<file path="config.mk">
export PLATFORM = sky130hd
export DESIGN_NAME = load_store_unit
export DESIGN_NICKNAME = d
export VERILOG_FILES = /design/src/rtl/lsu_pkg.sv /design/src/rtl/lsu_align.sv /design/src/rtl/load_store_unit.sv
export SDC_FILE = /design/constraint.sdc
export NUM_CORES = 1
export LEC_CHECK = 0
export CAP_MARGIN = 20
export CORE_ASPECT_RATIO = 1.4
export CORE_MARGIN = 2
export CORE_UTILIZATION = 36
export DETAILED_ROUTE_END_ITERATION = 8
export GPL_TIMING_DRIVEN = 0
export SETUP_SLACK_MARGIN = 0.4
export SYNTH_ARGS = -nofsm -noshare
export SYNTH_HDL_FRONTEND = slang
export SYNTH_HIERARCHICAL = 1
export SYNTH_SLANG_ARGS = --single-unit
</file>
<file path="constraint.sdc">
create_clock -name clk -period 2.4 [get_ports clk]
set_input_delay 0.48 -clock clk [delete_from_list [all_inputs] [get_ports clk]]
set_output_delay 0.48 -clock clk [all_outputs]
set_load 0.02 [all_outputs]
</file>
<file path="src/rtl/lsu_pkg.sv">
// Shared types and constants for the load/store unit: FSM states, RV32I size codes,
// response error codes and the request legality check.
package lsu_pkg;

  localparam int unsigned XLEN = 32;

  typedef enum logic [1:0] {
    ST_IDLE,
    ST_READ,
    ST_DATA,
    ST_WRITE
  } state_t;

  localparam logic [2:0] F3_B  = 3'b000;
  localparam logic [2:0] F3_H  = 3'b001;
  localparam logic [2:0] F3_W  = 3'b010;
  localparam logic [2:0] F3_BU = 3'b100;
  localparam logic [2:0] F3_HU = 3'b101;

  localparam logic [1:0] ERR_OK       = 2'b00;
  localparam logic [1:0] ERR_MISALIGN = 2'b01;
  localparam logic [1:0] ERR_FAULT    = 2'b10;
  localparam logic [1:0] ERR_FUNCT3   = 2'b11;

  // Priority: illegal size code, then misalignment, then out-of-range word address.
  function automatic logic [1:0] req_check(input logic             we,
                                           input logic [2:0]       funct3,
                                           input logic [XLEN-1:0]  addr,
                                           input logic [XLEN-1:0]  max_word);
    logic       legal;
    logic [1:0] err;
    legal = (funct3 == F3_B) || (funct3 == F3_H) || (funct3 == F3_W) ||
            (!we && ((funct3 == F3_BU) || (funct3 == F3_HU)));
    err = ERR_OK;
    if (!legal) begin
      err = ERR_FUNCT3;
    end else if (((funct3[1:0] == 2'b01) && addr[0]) ||
                 ((funct3 == F3_W) && (addr[1:0] != 2'b00))) begin
      err = ERR_MISALIGN;
    end else if ({addr[XLEN-1:2], 2'b00} > max_word) begin
      err = ERR_FAULT;
    end
    return err;
  endfunction

endpackage

</file>
<file path="src/rtl/lsu_align.sv">
// Byte-lane steering: extracts and extends the addressed load lane, and merges
// sub-word store data into the word read back from memory.
module lsu_align
  import lsu_pkg::*;
(
  input  logic [2:0]      funct3,
  input  logic [1:0]      offset,
  input  logic [XLEN-1:0] rdata,
  input  logic [XLEN-1:0] wdata,
  output logic [XLEN-1:0] load_data,
  output logic [XLEN-1:0] merge_data
);

  logic [7:0]  byte_c;
  logic [15:0] half_c;

  always_comb begin
    byte_c     = rdata[{offset, 3'b000} +: 8];
    half_c     = rdata[{offset[1], 4'b0000} +: 16];
    load_data  = rdata;
    merge_data = wdata;
    case (funct3)
      F3_B:    load_data = {{24{byte_c[7]}}, byte_c};
      F3_H:    load_data = {{16{half_c[15]}}, half_c};
      F3_BU:   load_data = {24'd0, byte_c};
      F3_HU:   load_data = {16'd0, half_c};
      default: load_data = rdata;
    endcase
    // Read-modify-write: only the addressed lane takes the new store data.
    if (funct3 == F3_B) begin
      merge_data = rdata;
      merge_data[{offset, 3'b000} +: 8] = wdata[7:0];
    end else if (funct3 == F3_H) begin
      merge_data = rdata;
      merge_data[{offset[1], 4'b0000} +: 16] = wdata[15:0];
    end
  end

endmodule

</file>
<file path="src/rtl/load_store_unit.sv">
// RV32I load/store unit: one request at a time against a single-port, one-cycle-latency
// word memory; sub-word stores are done as read-modify-write.
module load_store_unit
  import lsu_pkg::*;
#(
  parameter int unsigned MEM_BYTES = 1024
) (
  input  logic            clk,
  input  logic            rst_n,
  input  logic            req_valid,
  output logic            req_ready,
  input  logic            req_we,
  input  logic [2:0]      req_funct3,
  input  logic [XLEN-1:0] req_addr,
  input  logic [XLEN-1:0] req_wdata,
  output logic            resp_valid,
  output logic [XLEN-1:0] resp_rdata,
  output logic [1:0]      resp_err,
  output logic [XLEN-1:0] mem_address,
  output logic [XLEN-1:0] mem_write_data,
  output logic            mem_write,
  input  logic [XLEN-1:0] mem_read_data
);

  localparam logic [XLEN-1:0] MAX_WORD = XLEN'(MEM_BYTES - 4);

  state_t          state;
  logic            we_q;
  logic [2:0]      funct3_q;
  logic [XLEN-1:0] addr_q;
  logic [XLEN-1:0] wdata_q;
  logic [XLEN-1:0] wword_q;
  logic [1:0]      req_err_c;
  logic [XLEN-1:0] load_data_c;
  logic [XLEN-1:0] merge_data_c;

  assign req_ready      = (state == ST_IDLE);
  assign mem_address    = {addr_q[XLEN-1:2], 2'b00};
  assign mem_write_data = wword_q;
  assign mem_write      = (state == ST_WRITE);
  assign req_err_c      = req_check(req_we, req_funct3, req_addr, MAX_WORD);

  lsu_align u_align (
    .funct3     (funct3_q),
    .offset     (addr_q[1:0]),
    .rdata      (mem_read_data),
    .wdata      (wdata_q),
    .load_data  (load_data_c),
    .merge_data (merge_data_c)
  );

  // Request sequencing and registered response.
  always_ff @(posedge clk or negedge rst_n) begin
    if (!rst_n) begin
      state      <= ST_IDLE;
      we_q       <= 1'b0;
      funct3_q   <= 3'd0;
      addr_q     <= '0;
      wdata_q    <= '0;
      wword_q    <= '0;
      resp_valid <= 1'b0;
      resp_rdata <= '0;
      resp_err   <= ERR_OK;
    end else begin
      resp_valid <= 1'b0;
      case (state)
        ST_IDLE: begin
          if (req_valid) begin
            we_q     <= req_we;
            funct3_q <= req_funct3;
            addr_q   <= req_addr;
            wdata_q  <= req_wdata;
            if (req_err_c != ERR_OK) begin
              resp_valid <= 1'b1;
              resp_rdata <= '0;
              resp_err   <= req_err_c;
            end else if (req_we && (req_funct3 == F3_W)) begin
              wword_q <= req_wdata;
              state   <= ST_WRITE;
            end else begin
              state <= ST_READ;
            end
          end
        end
        ST_READ: state <= ST_DATA;
        ST_DATA: begin
          if (we_q) begin
            wword_q <= merge_data_c;
            state   <= ST_WRITE;
          end else begin
            resp_valid <= 1'b1;
            resp_rdata <= load_data_c;
            resp_err   <= ERR_OK;
            state      <= ST_IDLE;
          end
        end
        ST_WRITE: begin
          resp_valid <= 1'b1;
          resp_rdata <= '0;
          resp_err   <= ERR_OK;
          state      <= ST_IDLE;
        end
        default: state <= ST_IDLE;
      endcase
    end
  end

endmodule

</file>
==> results of run 1 <==
-- layer usage --
layer / GRT usage / vias to the layer above / routed length, um
li1: - / 3276 / -
met2: 0.401 / 265 / 13800
met1: 0.267 / 3505 / 10500
met5: 0 / - / 0
met4: 0.0994 / 0 / 1020
met3: 0.0641 / 62 / 1840
-- final timing paths --
check                                endpoint  slack (ps)
max                        mem_write_data[13]         110
min                                addr_q[23]         280
max reg2reg                mem_write_data[13]         110
min reg2reg                        addr_q[18]         510
max in group asynchronous           addr_q[0]        1010
min in group asynchronous      resp_rdata[27]         550
-- layout by cell type (no fill, tap or decap), types with 9 or more instances in the layout --
master,netlist,final
clkdlybuf4s50_1,0,173
dfrtp_1,137,136
mux2_2,84,84
nand2_1,80,79
mux2i_1,79,77
buf_4,33,50
inv_1,42,41
nand3_1,48,36
o21ai_1,28,26
nand2b_1,26,26
o22ai_1,24,22
clkbuf_16,0,18
buf_6,2,16
nor2_1,14,13
clkbuf_2,0,13
clkbuf_1,27,13
dlymetal6s2s_1,0,13
nand3_4,0,11
buf_12,3,11
nor2b_1,11,11
a31oi_4,0,10
a21oi_1,11,9
o211ai_1,9,9
-- where the power goes --
group | total (mW) | internal [mW] | switching, mW
Combinational | 1.80 | 0.919 | 0.880
Sequential | 2.60 | 2.46 | 0.146
Clock | 3.10 | 1.99 | 1.11
Total | 7.50 | 5.37 | 2.13
-- worst max-delay path, delay by kind of cell, from the launching register on --
kind                     cells  cell delay [ps]
flip-flops                   1              390
buffers and inverters        4              440
AO/OA/AOI/OAI                3              680
AND/OR/NAND/NOR              1              350
multiplexers                 1              110
adder cells (fa/ha/maj)      1              250
-- registers in the layout, summed over array words and instances (netlist names) --
signal	count
funct3_q	3
mem_write_data	32
resp_valid	1
resp_rdata	32
addr_q	32
wdata_q	32
we_q	1
resp_err	2
state	2
-- repair_timing --
action,CTS,global route
hold endpoints to repair,3,0
pin swaps,38,43
hold buffers,1,0
gates resized for setup,131,63
setup endpoints to repair,137,84
buffers inserted,25,4
gates cloned,6,0
-- cell type report --
type / instances / area share
Clock buffer: 19 / 0.0362
Clock inverter: 13 / 0.0195
Multi-Input combinational cell: 519 / 0.358
Buffer: 86 / 0.0544
Inverter: 43 / 0.0142
Sequential cell: 137 / 0.280
Tap cell: 297 / 0.0304
Timing Repair Buffer: 238 / 0.206
-- logic make-up after synthesis --
logic type,count (synthesis),synth area share
muxes,164,0.220
DFF,137,0.429
adders and majority gates,5,0.00782
AOI/OAI and AO/OA,135,0.115
and+or+nand+nor,213,0.141
other,1,0.000469
buffers and inverters,129,0.0876
==> key figures, run 1 <==
Outcome
  • Status: finished clean

Job
  • Max Cap Violations: 0

Finish
  • Area Growth Syn to Fin: 52.9%
  • Share of layout cells above drive strength 1: 0.293
  • Final core utilization: 0.559
  • Final Cell Area: 12200 um^2
  • Register area: 3430 um^2
  • Post-Layout Cell Count: 1352
  • Multi-input logic area: 4380 um^2
  • Final #Nets: 1150
  • Fillcell total: 1917
  • Ant. Diodes: 0

Critical path
  • Most used cell, CP: buf_6
  • Cell chain of the critical path: buf_6 -> buf_12 -> clkinv_8 -> ha_4 -> or3b_1 -> buf_6 -> o311a_1 -> a211oi_2 -> mux2i_1 -> o21ai_1
  • Crit start category: flip-flop
  • Crit. Startpoint: addr_q[1]
  • Crit Path Class: reg -> reg
  • CP peak stage delay: 390 ps
  • CP required: 2750 ps
  • Reg2reg start: addr_q[1]
  • Max FO, Critical Path: 8
  • Reg2Reg Depth: 10
  • WP data arrival: 2640 ps
  • Slowest stage cell, crit path: dfrtp_1
  • CP endpoint kind: flip-flop

Worst hold path
  • HP Class: in -> reg
  • Hold Path Origin: req_addr[23]
  • Hold path cells: 2

Synth
  • Register bit total from synthesis: 137
  • Most common cell in the netlist: dfrtp_1
  • Post-Synthesis Cells: 784
  • Ys async rst share: 1.00
  • Post-synth EDFFs: 0
  • Mapped cell area: 8000 um^2
  • Seq/Total Area, Yosys: 0.429
  • List of most frequent post-synthesis cells: dfrtp_1, mux2_2, nand2_1
  • Area contributors post-synth: dfrtp_1, mux2_2, mux2i_1, nand2_1, buf_4
  • Most used DFF post-synth: dfrtp_1
  • Synth cell types: 57
  • Post-synth top area share: 0.429
  • Synthesized area per cell: 10.2 um^2
  • Area leader, netlist: dfrtp_1
  • Yosys Warn Count: 6

Timing
  • Worst setup margin: 107 ps
  • Endpoints failing hold: 0
  • Max-slew violations: 0
  • Tmin final: 2290 ps
  • RSZ-0062 raised after global routing: yes
  • Clk_skew: 8.56 ps
  • Period utilisation layout: 0.956
  • Min Hold Slack: 282 ps
  • Final setup fails: 0
  • Worst slew margin: 0.624
  • Measured slew at the worst slew-check pin: 564 ps
  • TNS Setup: 0 ps
  • Highest clock rate: 0.436 GHz

Clock tree
  • CTS root buffer: clkbuf_16
  • H-tree levels: 4
  • CTS Sinks: 137
  • Clock Tree Buf Depth: 2
  • CTS tree: done
  • Clock transition at path regs: 60 ps
  • Clk_lat worst skew: 430 ps
  • Clock buffer count from CTS: 17

Die
  • Die Wd: 130 um
  • Initial Utilization: 0.366
  • Die ar.: 23400 um^2
  • Placeable Area: 21900 um^2
  • Row Count: 64
  • Top-Level Pins: 204
  • Chip Height: 180 um

Power
  • PwrDens: 613 nW/um^2
  • Worst VDD drop: 0.000426 V
  • Pwr Total: 7.50 mW
  • LEAKAGE: 5.17 nW

GRT
  • Largest net degree at the start of global routing: 94
  • GR Util All Layers: 0.233
  • First-pass GRT wire length: 41.8 mm
  • Vias in the first global route: 7491
  • Total grt overflow: 0
  • Antenna violations before repair: 0

Routing
  • Final wirelength: 27.1 mm
  • Routed vias/inst: 5.26
  • Drt pass-1 iters: 5
  • DRC viols: 0
  • Iter 0 DRT Violations: 384
  • Via count: 7108
  • Routed Antenna Nets: 0
  • Routed len/inst: 20.1 um

Placement
  • Post-DP Area: 10500 um^2
  • Buffers added on ports: 201
  • Post-place setup slack: -559 ps
  • Placed Cells: 1284
  • DP HPWL: 19.6 mm
  • GPL Wtd Cong: 0.920
Note: power is estimated with default switching activity, not from simulation.
==> inputs of run 2 (changes only) <==
--- a/config.mk
+++ b/config.mk
@@ -9,6 +9,7 @@
 export CORE_ASPECT_RATIO = 1.4
 export CORE_MARGIN = 2
 export CORE_UTILIZATION = 36
+export CTS_CLUSTER_DIAMETER = 50
 export DETAILED_ROUTE_END_ITERATION = 8
 export GPL_TIMING_DRIVEN = 0
 export SETUP_SLACK_MARGIN = 0.4
==> results of run 2 <==
No change in the layout: final DEF, timing and power equal those of run 1.
==> inputs of run 3 (changes only) <==
--- a/config.mk
+++ b/config.mk
@@ -12,6 +12,7 @@
 export CTS_CLUSTER_DIAMETER = 50
 export DETAILED_ROUTE_END_ITERATION = 8
 export GPL_TIMING_DRIVEN = 0
+export PLACE_DENSITY = 0.66
 export SETUP_SLACK_MARGIN = 0.4
 export SYNTH_ARGS = -nofsm -noshare
 export SYNTH_HDL_FRONTEND = slang
==> key figures, run 3 (synthesized netlist as in run 1, its figures left out) <==
Outcome
  • Status: finished clean

Finish
  • Final #Nets: 1145 (-0.43%)
  • Commonest non-fill, non-tap cell in the layout: clkdlybuf4s50_1
  • Area Growth Syn to Fin: 49.8%
  • Most frequent cells in the layout: clkdlybuf4s50_1, dfrtp_1, mux2_2
  • Ant. Diodes: 0 (unchanged)
  • Post-Layout Cell Count: 1347 (-0.37%)
  • Final core utilization: 0.548 (-0.0113)
  • Share of layout cells above drive strength 1: 0.289 (-0.00432)

Routing
  • Routed vias/inst: 5.24 (-0.33%)
  • DRC viols: 0 (unchanged)
  • Final wirelength: 26.6 mm (-2.1%)
  • Via count: 7058 (-0.70%)
  • Routed len/inst: 19.7 um (-1.8%)
  • Drt pass-1 iters: 5 (unchanged)
  • Iter 0 DRT Violations: 439 (+14%)
  • Routed Antenna Nets: 0 (unchanged)

Power
  • Combinational power share: 0.251 (+0.011)
  • Net Switching: 2.06 mW (-3.3%)
  • Reg power frac: 0.365 (+0.018)
  • PwrDens: 595 nW/um^2 (-2.9%)
  • Switching part of the total: 0.289 (+0.00494)
  • Clock power share: 0.384 (-0.029)
  • Worst VDD drop: 0.000467 V (+9.8%)
  • Int Pwr: 5.07 mW (-5.6%)
  • LEAKAGE: 5.08 nW (-1.7%)

Clock tree
  • Clock buffer count from CTS: 17 (unchanged)
  • CTS tree: done
  • Post-CTS Hold Fix Bufs: 0 (-1)
  • Clock transition at path regs: 60 ps (about the same)
  • H-tree levels: 4 (unchanged)
  • CTS Sinks: 137 (unchanged)
  • Clock Tree Buf Depth: 2 (unchanged)
  • CTS root buffer: clkbuf_16
  • Clk_lat worst skew: 430 ps (about the same)

Critical path
  • Slowest stage cell, crit path: dfrtp_1
  • CP required: 2760 ps (about the same)
  • Crit start category: flip-flop
  • Most used cell, CP: buf_6
  • WP data arrival: 2740 ps (+100 ps)
  • Max FO, Critical Path: 8 (unchanged)
  • Reg2reg start: addr_q[1]
  • CP endpoint kind: flip-flop
  • CP peak stage delay: 400 ps (about the same)
  • Cell chain of the critical path: buf_6 -> buf_8 -> clkinv_8 -> ha_4 -> or3b_4 -> buf_6 -> o311a_1 -> a211oi_2 -> mux2i_1 -> o21ai_1
  • Crit Path Class: reg -> reg
  • Crit. Startpoint: addr_q[1]

Timing
  • Highest clock rate: 0.419 GHz (-3.9%)
  • Final setup fails: 0 (unchanged)
  • Max-slew violations: 0 (unchanged)
  • Endpoints failing hold: 0 (unchanged)
  • Clk_skew: 6.77 ps (-1.79 ps)
  • RSZ-0062 raised after global routing: yes
  • Worst setup margin: 12.9 ps (-93.9 ps)
  • Measured slew at the worst slew-check pin: 882 ps (+318 ps)
  • TNS Setup: 0 ps (unchanged)
  • Period utilisation layout: 0.995 (+0.0391)
  • Worst slew margin: 0.412 (-0.212)
  • Tmin final: 2390 ps (+93.9 ps)

Job
  • Max Cap Violations: 0 (unchanged)

GRT
  • GR Util All Layers: 0.231 (-0.00132)
  • Vias in the first global route: 7259 (-3.1%)
  • First-pass GRT wire length: 41.3 mm (-1.1%)
  • Antenna violations before repair: 0 (unchanged)
  • Total grt overflow: 0 (unchanged)
  • Largest net degree at the start of global routing: 88 (-6.4%)

Die
  • Initial Utilization: 0.366 (unchanged)
  • Die Wd: 130 um (unchanged)
  • Placeable Area: 21900 um^2 (unchanged)
  • Top-Level Pins: 204 (unchanged)
  • Row Count: 64 (unchanged)
  • Die ar.: 23400 um^2 (unchanged)
  • Chip Height: 180 um (unchanged)

Placement
  • Buffers added on ports: 201 (unchanged)
  • Post-place setup slack: -582 ps (-23.3 ps)
  • DP HPWL: 19.3 mm (-1.2%)
  • Placed Cells: 1284 (unchanged)
  • GPL Wtd Cong: 0.919 (about the same)

Worst hold path
  • HP Class: in -> async
-- run 3: cell count changes in the layout (fill, tap and decap cells not counted), sizes merged --
| cell | before | now |
|---|---|---|
| dlymetal6s2s | 13 | 17 |
| bufinv | 6 | 3 |
| dlygate4sd2 | 8 | 5 |
| clkbuf | 53 | 51 |
| clkinv | 3 | 5 |
| inv | 45 | 43 |
| clkdlybuf4s50 | 173 | 172 |
| clkinvlp | 2 | 3 |
| dlygate4sd3 | 1 | 0 |
-- run 3: repair_timing --
item | 4_1_cts | 5_1_grt
pin swaps | 47 | 46
buffers inserted | 23 | 4
resized for setup | 121 | 59
gates cloned | 4 | 0
endpoints found under the hold margin | 0 | 0
endpoints found under the setup margin | 137 | 119
-- run 3: per-stage QoR --
stage               total power [mW]  hold WS, ps  area (um^2)
floorplan                       3.50          184         8050
finish                          7.13         7.60        12000
global placement                4.16          486        10400
CTS                             7.11         9.93        11800
global route                    7.41         39.1        12000
detailed placement              4.17          472        10500
-- run 3: final cells by class --
type / instances / area (um^2)
Fill cell: 1927 / 9880
Multi-Input combinational cell: 519 / 4340
Sequential cell: 137 / 3430
Timing Repair Buffer: 233 / 2430
Buffer: 86 / 636
Clock buffer: 21 / 460
Tap cell: 297 / 372
Inverter: 43 / 174
Clock inverter: 11 / 145
-- run 3: per-layer routing --
metal / track usage / part of all wire
met2: 0.381 / 0.50
met1: 0.273 / 0.38
met4: 0.109 / 0.047
met3: 0.0689 / 0.070
met5: 0 / 0
-- run 3: worst max-delay path, delay by kind of cell (launching register included) --
| family | cells | cell delay, ps |
|---|---|---|
| AO/OA/AOI/OAI | 3 | 720 |
| flip-flops | 1 | 400 |
| AND/OR/NAND/NOR | 1 | 370 |
| buffers and inverters | 4 | 440 |
| multiplexers | 1 | 120 |
| adder cells (fa/ha/maj) | 1 | 260 |
-- run 3: worst paths after layout --
kind	slack [ps]	cells after the start	end
max in group asynchronous	1590	2	addr_q[0]
worst max-delay path	10	10	mem_write_data[10]
min in group clk	280	2	addr_q[23]
worst min-delay path	8	1	addr_q[5]
worst min register to register	500	1	addr_q[3]
worst max register to register	10	10	mem_write_data[10]
-- run 3: power by group through the flow --
stage                     Clock, mW  Sequential, mW  Combinational, mW
after global placement            0            2.63               1.53
final                          2.74            2.60               1.79
after global routing           2.88            2.62               1.91
after floorplan                   0            2.62              0.885
after detailed placement          0            2.63               1.54
after CTS                      2.78            2.60               1.73
